--- config.mk ---
export PLATFORM = sky130hd
export DESIGN_NAME = hex_scroll_ctrl
export DESIGN_NICKNAME = d
export VERILOG_FILES = /design/src/rtl/hex_scroll_pkg.sv /design/src/rtl/hex_tick_gen.sv /design/src/rtl/hex_scroll_ctrl.sv
export SDC_FILE = /design/constraint.sdc
export NUM_CORES = 1
export LEC_CHECK = 0
export CELL_PAD_IN_SITES_DETAIL_PLACEMENT = 0
export CELL_PAD_IN_SITES_GLOBAL_PLACEMENT = 2
export CORE_MARGIN = 2
export CORE_UTILIZATION = 25
export CTS_CLUSTER_DIAMETER = 40
export DETAILED_ROUTE_END_ITERATION = 10
export GPL_TIMING_DRIVEN = 0
export PLACE_DENSITY = 0.61
export SYNTH_ARGS = -nofsm -noshare
export SYNTH_HDL_FRONTEND = slang
export SYNTH_HIERARCHICAL = 1
export SYNTH_SLANG_ARGS = --single-unit
--- constraint.sdc ---
create_clock -name clk_clk -period 11.05 [get_ports clk_clk]
set_input_delay 1.105 -clock clk_clk [delete_from_list [all_inputs] [get_ports clk_clk]]
set_output_delay 1.105 -clock clk_clk [all_outputs]
set_load 0.05 [all_outputs]
--- src/rtl/hex_scroll_pkg.sv ---
// Shared definitions for the HEX scroll controller: register map, field
// positions, segment constants and the message buffer type.
package hex_scroll_pkg;

    localparam logic [1:0] ADDR_CTRL   = 2'd0;
    localparam logic [1:0] ADDR_RATE   = 2'd1;
    localparam logic [1:0] ADDR_CHAR   = 2'd2;
    localparam logic [1:0] ADDR_STATUS = 2'd3;

    localparam int CTRL_ENABLE_BIT = 0;
    localparam int CTRL_LEN_LSB    = 8;
    localparam int CTRL_LEN_MSB    = 11;

    localparam int STATUS_DONE_BIT = 1;

    localparam int CHAR_IDX_LSB = 0;
    localparam int CHAR_IDX_MSB = 3;
    localparam int CHAR_PAT_LSB = 8;
    localparam int CHAR_PAT_MSB = 14;

    localparam int RATE_W      = 24;
    localparam int POS_W       = 5;
    localparam int NUM_ENTRIES = 16;
    localparam int NUM_DIGITS  = 6;

    typedef logic [6:0] seg_t;

    localparam seg_t SEG_BLANK = 7'h00;
    localparam seg_t HEX_OFF   = 7'h7F;

    typedef seg_t [NUM_ENTRIES-1:0] msg_buf_t;

    // Packed so that a CTRL write maps straight onto {b11:8, b3:0}.
    typedef struct packed {
        logic [3:0] len_m1;
        logic       irq_en;
        logic       oneshot;
        logic       blink_en;
        logic       enable;
    } ctrl_t;

    // Virtual stream lookup: entries past the message length read as blank.
    function automatic seg_t stream_seg(input msg_buf_t msg,
                                        input logic [POS_W-1:0] idx,
                                        input logic [POS_W-1:0] len);
        if (idx < len) begin
            return msg[idx[3:0]];
        end
        return SEG_BLANK;
    endfunction

endpackage

--- src/rtl/hex_tick_gen.sv ---
// Reloadable down-counting prescaler producing a one-cycle step pulse
// every reload+1 enabled clocks. A restart reloads without stepping.
module hex_tick_gen #(
    parameter int             W           = 24,
    parameter logic [W-1:0]   RESET_COUNT = '0
) (
    input  logic         clk,
    input  logic         rst_n,
    input  logic         enable,
    input  logic         restart,
    input  logic [W-1:0] reload,
    output logic         step
);

    logic [W-1:0] count;

    assign step = enable & ~restart & (count == '0);

    // Count down while enabled, reload on expiry or restart, hold when disabled.
    always_ff @(posedge clk) begin
        if (!rst_n) begin
            count <= RESET_COUNT;
        end else if (restart) begin
            count <= reload;
        end else if (enable) begin
            if (count == '0) begin
                count <= reload;
            end else begin
                count <= count - 1'b1;
            end
        end
    end

endmodule

--- src/rtl/hex_scroll_ctrl.sv ---
// Avalon-MM slave that scrolls a 16-entry segment message leftward across
// six active-low HEX displays, with circular/one-shot modes and blinking.
module hex_scroll_ctrl
    import hex_scroll_pkg::*;
#(
    parameter int RATE_RESET = 12499999,
    parameter int BLINK_LOG2 = 24
) (
    input  logic        clk_clk,
    input  logic        reset_reset_n,
    input  logic [1:0]  avs_address,
    input  logic        avs_write,
    input  logic [31:0] avs_writedata,
    input  logic        avs_read,
    output logic [31:0] avs_readdata,
    output logic        irq,
    output logic [6:0]  hex0,
    output logic [6:0]  hex1,
    output logic [6:0]  hex2,
    output logic [6:0]  hex3,
    output logic [6:0]  hex4,
    output logic [6:0]  hex5
);

    localparam logic [RATE_W-1:0] RATE_INIT = RATE_W'(RATE_RESET);

    ctrl_t              ctrl, ctrl_next;
    logic [RATE_W-1:0]  rate;
    msg_buf_t           msg_buf;
    logic [POS_W-1:0]   pos, pos_next;
    logic               done, done_next;
    logic [BLINK_LOG2:0] blink_cnt;
    logic               blink_phase;
    seg_t               hex_q [NUM_DIGITS];
    seg_t               hex_d [NUM_DIGITS];
    logic               ctrl_wr, rate_wr, char_wr, status_wr;
    logic               restart, step, busy;
    logic [POS_W-1:0]   len, new_len;
    logic [31:0]        rd_value;
    logic               unused_wdata;

    assign unused_wdata = &{1'b0, avs_writedata[31:24]};

    assign ctrl_wr   = avs_write && (avs_address == ADDR_CTRL);
    assign rate_wr   = avs_write && (avs_address == ADDR_RATE);
    assign char_wr   = avs_write && (avs_address == ADDR_CHAR);
    assign status_wr = avs_write && (avs_address == ADDR_STATUS);
    assign restart   = ctrl_wr && avs_writedata[CTRL_ENABLE_BIT];

    assign len     = {1'b0, ctrl.len_m1} + 5'd1;
    assign new_len = {1'b0, avs_writedata[CTRL_LEN_MSB:CTRL_LEN_LSB]} + 5'd1;

    assign busy        = ctrl.enable & ~done;
    assign blink_phase = blink_cnt[BLINK_LOG2];
    assign irq         = done & ctrl.irq_en;

    hex_tick_gen #(
        .W           (RATE_W),
        .RESET_COUNT (RATE_INIT)
    ) u_tick (
        .clk     (clk_clk),
        .rst_n   (reset_reset_n),
        .enable  (ctrl.enable),
        .restart (restart),
        .reload  (rate),
        .step    (step)
    );

    // Next control/position/done: a CTRL write overrides a coincident step,
    // and a step that sets done overrides a coincident done clear.
    always_comb begin
        ctrl_next = ctrl;
        pos_next  = pos;
        done_next = done;
        if (status_wr && avs_writedata[STATUS_DONE_BIT]) begin
            done_next = 1'b0;
        end
        if (ctrl_wr) begin
            ctrl_next = ctrl_t'({avs_writedata[CTRL_LEN_MSB:CTRL_LEN_LSB], avs_writedata[3:0]});
            if (avs_writedata[CTRL_ENABLE_BIT]) begin
                pos_next  = '0;
                done_next = 1'b0;
            end else if (pos > new_len) begin
                pos_next = new_len;
            end
        end else if (step) begin
            if (ctrl.oneshot) begin
                if (pos < len) begin
                    pos_next = pos + 5'd1;
                    if (pos + 5'd1 == len) begin
                        done_next        = 1'b1;
                        ctrl_next.enable = 1'b0;
                    end
                end
            end else if (pos >= len - 5'd1) begin
                pos_next = '0;
            end else begin
                pos_next = pos + 5'd1;
            end
        end
    end

    // Control, position and done state registers.
    always_ff @(posedge clk_clk) begin
        if (!reset_reset_n) begin
            ctrl <= '0;
            pos  <= '0;
            done <= 1'b0;
        end else begin
            ctrl <= ctrl_next;
            pos  <= pos_next;
            done <= done_next;
        end
    end

    // RATE register and message buffer writes.
    always_ff @(posedge clk_clk) begin
        if (!reset_reset_n) begin
            rate    <= RATE_INIT;
            msg_buf <= '0;
        end else begin
            if (rate_wr) begin
                rate <= avs_writedata[RATE_W-1:0];
            end
            if (char_wr) begin
                msg_buf[avs_writedata[CHAR_IDX_MSB:CHAR_IDX_LSB]] <= avs_writedata[CHAR_PAT_MSB:CHAR_PAT_LSB];
            end
        end
    end

    // Free-running blink counter; its top bit is the blink phase.
    always_ff @(posedge clk_clk) begin
        if (!reset_reset_n) begin
            blink_cnt <= '0;
        end else begin
            blink_cnt <= blink_cnt + 1'b1;
        end
    end

    // Digit k (k=0 is HEX5) shows stream[pos+k], inverted for active-low drive.
    always_comb begin
        for (int k = 0; k < NUM_DIGITS; k++) begin
            if (ctrl.blink_en && blink_phase) begin
                hex_d[k] = HEX_OFF;
            end else begin
                hex_d[k] = ~stream_seg(msg_buf, pos + POS_W'(k), len);
            end
        end
    end

    // Registered segment outputs.
    always_ff @(posedge clk_clk) begin
        if (!reset_reset_n) begin
            for (int k = 0; k < NUM_DIGITS; k++) begin
                hex_q[k] <= HEX_OFF;
            end
        end else begin
            for (int k = 0; k < NUM_DIGITS; k++) begin
                hex_q[k] <= hex_d[k];
            end
        end
    end

    assign hex5 = hex_q[0];
    assign hex4 = hex_q[1];
    assign hex3 = hex_q[2];
    assign hex2 = hex_q[3];
    assign hex1 = hex_q[4];
    assign hex0 = hex_q[5];

    // Read mux for the addressed register.
    always_comb begin
        rd_value = '0;
        case (avs_address)
            ADDR_CTRL:   rd_value = {20'd0, ctrl.len_m1, 4'd0, ctrl.irq_en, ctrl.oneshot, ctrl.blink_en, ctrl.enable};
            ADDR_RATE:   rd_value = {8'd0, rate};
            ADDR_STATUS: rd_value = {23'd0, pos, 2'd0, done, busy};
            default:     rd_value = '0;
        endcase
    end

    // Read data captured one clock after the read strobe, held otherwise.
    always_ff @(posedge clk_clk) begin
        if (!reset_reset_n) begin
            avs_readdata <= '0;
        end else if (avs_read) begin
            avs_readdata <= rd_value;
        end
    end

endmodule

==> results of run 1 <==
## registers in the layout (all words and copies together) (netlist names)
register / count
avs_readdata: 24
ctrl: 8
pos: 5
msg_buf: 112
done: 1
u_tick/count: 24
hex_q: 42
blink_cnt: 25
rate: 24
## power breakdown
group | total [mW] | internal, mW | switching [mW] | leakage [nW]
registers | 0.987 | 0.971 | 0.0162 | 2.14
logic | 0.206 | 0.0714 | 0.135 | 3.72
clock network | 1.63 | 1.05 | 0.586 | 0.888
total | 2.83 | 2.09 | 0.737 | 6.75
## routing by layer
layer  part of all wire [%]  routed length [µm]  vias up  GRT usage, %
met4                    3.1                1880        0          6.24
met5                      0                   0        -             0
met2                     45               27500      529          29.7
met1                     46               28000     6488          26.2
li1                       -                   -     5919             -
met3                    6.6                4040      109          4.04
## metrics by stage
stage          utilization (%)  setup slack, ns  hold WS, ns  power (mW)  cells
2_1_floorplan                -             7.21        0.437        1.13   1518
3_3_place_gp              28.6             2.75        0.450        1.21   2448
3_5_place_dp              28.6             4.71        0.458        1.21   2449
4_1_cts                   31.6             4.64        0.488        2.86   2548
5_1_grt                   31.6             4.50        0.508        2.93   2548
6_report                  31.6             4.60        0.481        2.83   2549
## cell type report
| cell class | instances | share of cell area, % |
|---|---|---|
| well taps | 837 | 5.36 |
| clock inverters | 32 | 1.93 |
| repair buffers | 94 | 4.80 |
| multi-input cells | 1105 | 50.0 |
| plain buffers | 111 | 2.50 |
| clock buffers | 67 | 7.52 |
| inverters | 37 | 0.711 |
| flip-flops and latches | 265 | 27.1 |
| diodes | 1 | 0.0128 |
## cell usage after synthesis (all sizes together), types with 31 or more instances
cell	n	area share (%)
a21boi	53	2.5
a21oi	31	1.0
and2	36	1.4
buf	34	1.3
clkbuf	77	1.8
dfxtp	265	34
ha	46	3.7
inv	36	0.86
mux2i	121	7.7
mux4	140	20
nand2	168	4.0
nand3	105	3.4
nor2	43	1.1
nor2b	113	4.5
## logic make-up (layout without fill, tap and decap cells)
kind of cell | after synthesis | after routing | share of synthesized area [%]
buffers and inverters | 148 | 341 | 4.01
AND/OR/NAND/NOR | 539 | 539 | 18.2
AO/OA/AOI/OAI | 200 | 200 | 9.15
adder cells (fa/ha/maj) | 46 | 46 | 3.67
flip-flops | 265 | 265 | 33.9
other | 1 | 9 | 0.0239
XOR/XNOR | 42 | 42 | 2.35
multiplexers | 270 | 270 | 28.7
## final timing paths
check	start	endpoint	slack, ns
worst max register to register	pos[1]$_SDFFE_PN0P_	hex_q[3][6]$_SDFF_PP1_	4.60
worst min-delay path	blink_cnt[0]$_SDFF_PN0_	blink_cnt[0]$_SDFF_PN0_	0.48
worst max-delay path	pos[1]$_SDFFE_PN0P_	hex_q[3][6]$_SDFF_PP1_	4.60
worst min register to register	blink_cnt[0]$_SDFF_PN0_	blink_cnt[0]$_SDFF_PN0_	0.48
==> flow_summary.json, run 1 <==
{
  "outcome": "complete, no violations",
  "ys_seq_elements": 265,
  "ctsHoldBuffers": 0,
  "ff2ff_path_depth": 14,
  "fillCellCount": 6353,
  "power_density_nw_per_um2": 145,
  "cap_viol_max_count": 0,
  "cp_cell_sequence": "clkbuf_1, clkbuf_1, inv_1, ha_1, clkbuf_1, clkbuf_1, inv_1, ha_1, nor2b_1, o21ai_0, a21oi_1, a2111oi_2, buf_4, o211ai_1",
  "cts_root_buffer": "clkbuf_16",
  "drt_wl_total_um": 61400,
  "fp.dieArea_um2": 64700,
  "cts.sinks": 265,
  "path_common_cell": "clkbuf_1",
  "post-dp-hpwl_um": 45900,
  "slew_headroom_pct": 13.3,
  "critical-path-top-delay-family": "buffers and inverters",
  "cp_num_cells": 14,
  "pin_count": 113,
  "ir_drop_v": 0.000129,
  "cts_buffer_depth": 3,
  "vias": 13000,
  "crit_path_end_kind": "register",
  "layout-drive-gt1-share_pct": 17.5,
  "post_cts_buffers": 0,
  "cts-resized-gates": 0,
  "setup_viol": 0,
  "avgSynthCellArea_um2": 10.4,
  "fin_crit_ns": 6.45,
  "multi_input_area_um2": 9770,
  "leakagePower_nw": 6.75,
  "hold_viol_final": 0,
  "overflow": 0,
  "route.detailed.drc": 0,
  "final_cell_mix": "265 x dfxtp_1, 167 x nand2_1, 131 x mux4_2",
  "skew_ns": 0.0224,
  "clk_latency_ns": 0.61,
  "placementRows": 91,
  "cp_slowest_cell": "clkbuf_1",
  "h-tree-depth": 2,
  "synth_flop_cell": "dfxtp_1",
  "grt_first_pass_wirelength_um": 90400,
  "gp_congestion": 0.937,
  "finalSetupTns_ns": 0,
  "fp.coreArea_um2": 61800,
  "cts_tree": "done",
  "design_area_um2": 19500,
  "io_buffers": 93,
  "yosysWarnings": 6,
  "slew_viol_final": 0,
  "antenna_found_initial": 0,
  "grt_util_all_layers_pct": 19.1,
  "final_common_cell": "dfxtp_1",
  "hold_depth": 1,
  "worstPathRequired_ns": 11.43,
  "rsz0062_at_grt": "no",
  "drtPass1Iterations": 7,
  "grt_pass1_vias": 13000,
  "final_net_count": 1751,
  "syn_area_um2": 15700,
  "netlist_instances": 1511,
  "fp.dieH_um": 254,
  "synth-async-reset-ratio_pct": 0,
  "synth-edff-count": 0,
  "critPathBufInv": 7,
  "viasPerCell": 5.12,
  "place_area_um2": 17700,
  "synthToLayoutAreaGrowth_pct": 24.7,
  "initial_core_util_pct": 25.3,
  "crit_type": "register to register",
  "critPathLaunchType": "register",
  "yosysSeqAreaShare_pct": 33.9,
  "grt_max_degree": 16,
  "timing.fmax_mhz": 155,
  "cts_buffers": 53,
  "timing.final.crit_share_pct": 58.4,
  "fp.dieW_um": 254,
  "yosysUniqueCellTypes": 82,
  "worstPathArrival_ns": 6.82,
  "max_slew.worst_pin.slew_ns": 1.29,
  "path_clk_slew_ns": 0.05,
  "slowest_delay_ns": 0.81,
  "dr.first_iter.drc_count": 1062,
  "wl_per_cell_um": 24.1,
  "ant_nets": 0,
  "hold_path.class": "register to register",
  "register_area_um2": 5310,
  "crit_fanout": 10
}
Power figures use the tool's default switching activity.
==> inputs of run 2 (changes only) <==
--- a/config.mk
+++ b/config.mk
@@ -12,7 +12,7 @@
 export CTS_CLUSTER_DIAMETER = 40
 export DETAILED_ROUTE_END_ITERATION = 10
 export GPL_TIMING_DRIVEN = 0
-export PLACE_DENSITY = 0.61
+export PLACE_DENSITY = 0.63
 export SYNTH_ARGS = -nofsm -noshare
 export SYNTH_HDL_FRONTEND = slang
 export SYNTH_HIERARCHICAL = 1
==> constraint.sdc (replaced) <==
create_clock -name clk_clk -period 5.6 [get_ports clk_clk]
set_input_delay 0.56 -clock clk_clk [delete_from_list [all_inputs] [get_ports clk_clk]]
set_output_delay 0.56 -clock clk_clk [all_outputs]
set_load 0.05 [all_outputs]
==> run 2 against run 1 <==
Sequential cell count stayed put; clock skew is 0.0069 ns higher; sequential power is 98% higher; fmax is 27% higher; critical path depth is 1 lower; largest power group unchanged.
==> flow_summary.json, run 2 (synthesized netlist as in run 1, its figures left out) <==
{
  "critPathLaunchType": "register",
  "crit_type": "register to register",
  "timing.fmax_mhz": 197,
  "cts_root_buffer": "clkbuf_16",
  "gp_congestion": 0.950,
  "initial_core_util_pct": 25.3,
  "cap_viol_max_count": 0,
  "route.detailed.drc": 0,
  "worstPathArrival_ns": 5.51,
  "hold_viol_final": 0,
  "io_buffers": 93,
  "p_total_mw": 5.75,
  "cts_buffer_depth": 3,
  "worstPathRequired_ns": 6.03,
  "drt_wl_total_um": 60700,
  "min_to": "msg_buf[103]$_SDFFE_PN0P_",
  "biggestRegsByFlops": "msg_buf: 112 flops, hex_q: 42 flops, blink_cnt: 25 flops",
  "fp.dieW_um": 254,
  "crit_start": "pos[0]$_SDFFE_PN0P_",
  "synthToLayoutAreaGrowth_pct": 25.4,
  "fin_crit_ns": 5.07,
  "grt_first_pass_wirelength_um": 88500,
  "ant_nets": 0,
  "fin_hold_ws_ns": 0.448,
  "ff2ff_path_depth": 13,
  "pin_count": 113,
  "dr.first_iter.drc_count": 835,
  "hold_path.class": "input port to register",
  "final_cell_mix": "265 x dfxtp_1, 167 x nand2_1, 131 x mux4_2",
  "layout-drive-gt1-share_pct": 17.8,
  "ir_drop_v": 0.000267,
  "skew_ns": 0.0293,
  "regMostFlops": "msg_buf",
  "grt_util_all_layers_pct": 18.7,
  "wl_per_cell_um": 23.8,
  "fp.coreArea_um2": 61800,
  "timing.final.crit_share_pct": 90.6,
  "power_density_nw_per_um2": 293,
  "setup_viol": 0,
  "cts_buffers": 57,
  "viasPerCell": 5.07,
  "crit_path_end_kind": "register",
  "rsz0062_at_grt": "no",
  "placementRows": 91,
  "drtPass1Iterations": 5,
  "cts.sinks": 265,
  "crit_fanout": 11,
  "clk_latency_ns": 0.60,
  "antenna_found_initial": 1,
  "leakagePower_nw": 6.82,
  "outcome": "complete, no violations",
  "grt_max_degree": 20,
  "final_common_cell": "dfxtp_1",
  "slew_viol_final": 0,
  "h-tree-depth": 2,
  "r2r-end": "hex_q[3][0]$_SDFF_PP1_",
  "max_slew.worst_pin.slew_ns": 1.35,
  "r2r_start": "pos[0]$_SDFFE_PN0P_",
  "cts_tree": "done",
  "slew_headroom_pct": 9.38,
  "rrSetupSlack_ns": 0.53,
  "path_clk_slew_ns": 0.05,
  "overflow": 0,
  "final_core_util_pct": 31.8,
  "grt_pass1_vias": 12700,
  "final_net_count": 1754,
  "fp.dieH_um": 254,
  "largest_reg_flops": 112,
  "hold_depth": 3,
  "post-dp-hpwl_um": 45600,
  "vias": 13000,
  "hold_start": "avs_writedata[13]",
  "fp.dieArea_um2": 64700
}
run 2: cell types whose count changed in the layout (fill, tap and decap cells not counted), moves of 2 or more:
cell,before,now
bufinv_16,4,6
clkbuf_16,53,57
clkinvlp_4,7,5
clkbuf_2,0,2
clkbuf_1,82,80
clkbuf_8,9,7
clkinv_2,6,13
run 2: how the worst max path moves through the flow:
stage,end,cells after the start,slack (ns)
detailed placement,hex_q[3][0]$_SDFF_PP1_,14,-0.35
finish,hex_q[3][0]$_SDFF_PP1_,13,0.53
global placement,hex_q[3][0]$_SDFF_PP1_,13,-1.97
global route,hex_q[3][2]$_SDFF_PP1_,15,0.27
CTS,hex_q[3][0]$_SDFF_PP1_,15,0.14
floorplan,hex_q[3][5]$_SDFF_PP1_,13,1.76
run 2: per-layer routing:
metal / up-vias / track usage, % / share of wire [%] / wire [µm]
met4: 0 / 5.68 / 2.6 / 1580
met3: 101 / 4.52 / 6.8 / 4120
met1: 6424 / 25.1 / 45 / 27500
li1: 5913 / - / - / -
met5: - / 0 / 0 / 0
met2: 513 / 29.7 / 45 / 27500
run 2: critical path: stages (launching register included):
cell	delay [ns]
dfxtp_1	0.45
buf_4	0.23
buf_2	0.37
buf_2	0.49
inv_2	0.29
ha_1	0.31
xnor2_1	0.45
clkbuf_1	0.76
ha_1	0.38
o21ai_0	0.08
a21oi_1	0.11
a2111oi_2	0.47
buf_2	0.33
o211ai_1	0.18
run 2: what timing repair did:
item,in CTS,in global routing
endpoints found under the setup margin,14,4
hold buffers,0,0
buffers inserted,0,0
gates resized for setup,1,2
run 2: metrics by stage:
step,setup TNS (ns),instance area (µm²),worst slack (ns),cells
final,0,19600,0.528,2554
after global routing,0,19600,0.265,2553
after CTS,0,19600,0.143,2553
after detailed placement,-2.87,17700,-0.345,2449
after global placement,-14.64,17700,-1.97,2448
after floorplan,0,15700,1.76,1518
run 2: layout make-up:
| cell class | count | area [µm²] |
|---|---|---|
| multi-input cells | 1105 | 9770 |
| inverters | 37 | 139 |
| flip-flops and latches | 265 | 5310 |
| fillers | 6328 | 42200 |
| clock buffers | 70 | 1550 |
| plain buffers | 110 | 488 |
| clock inverters | 35 | 408 |
| well taps | 837 | 1050 |
| repair buffers | 94 | 936 |
| diodes | 1 | 2.50 |
run 2: where the power goes:
group | total [mW] | internal [mW] | switching (mW)
clock | 3.40 | 2.24 | 1.16
sequential | 1.95 | 1.92 | 0.0319
combinational | 0.405 | 0.140 | 0.264
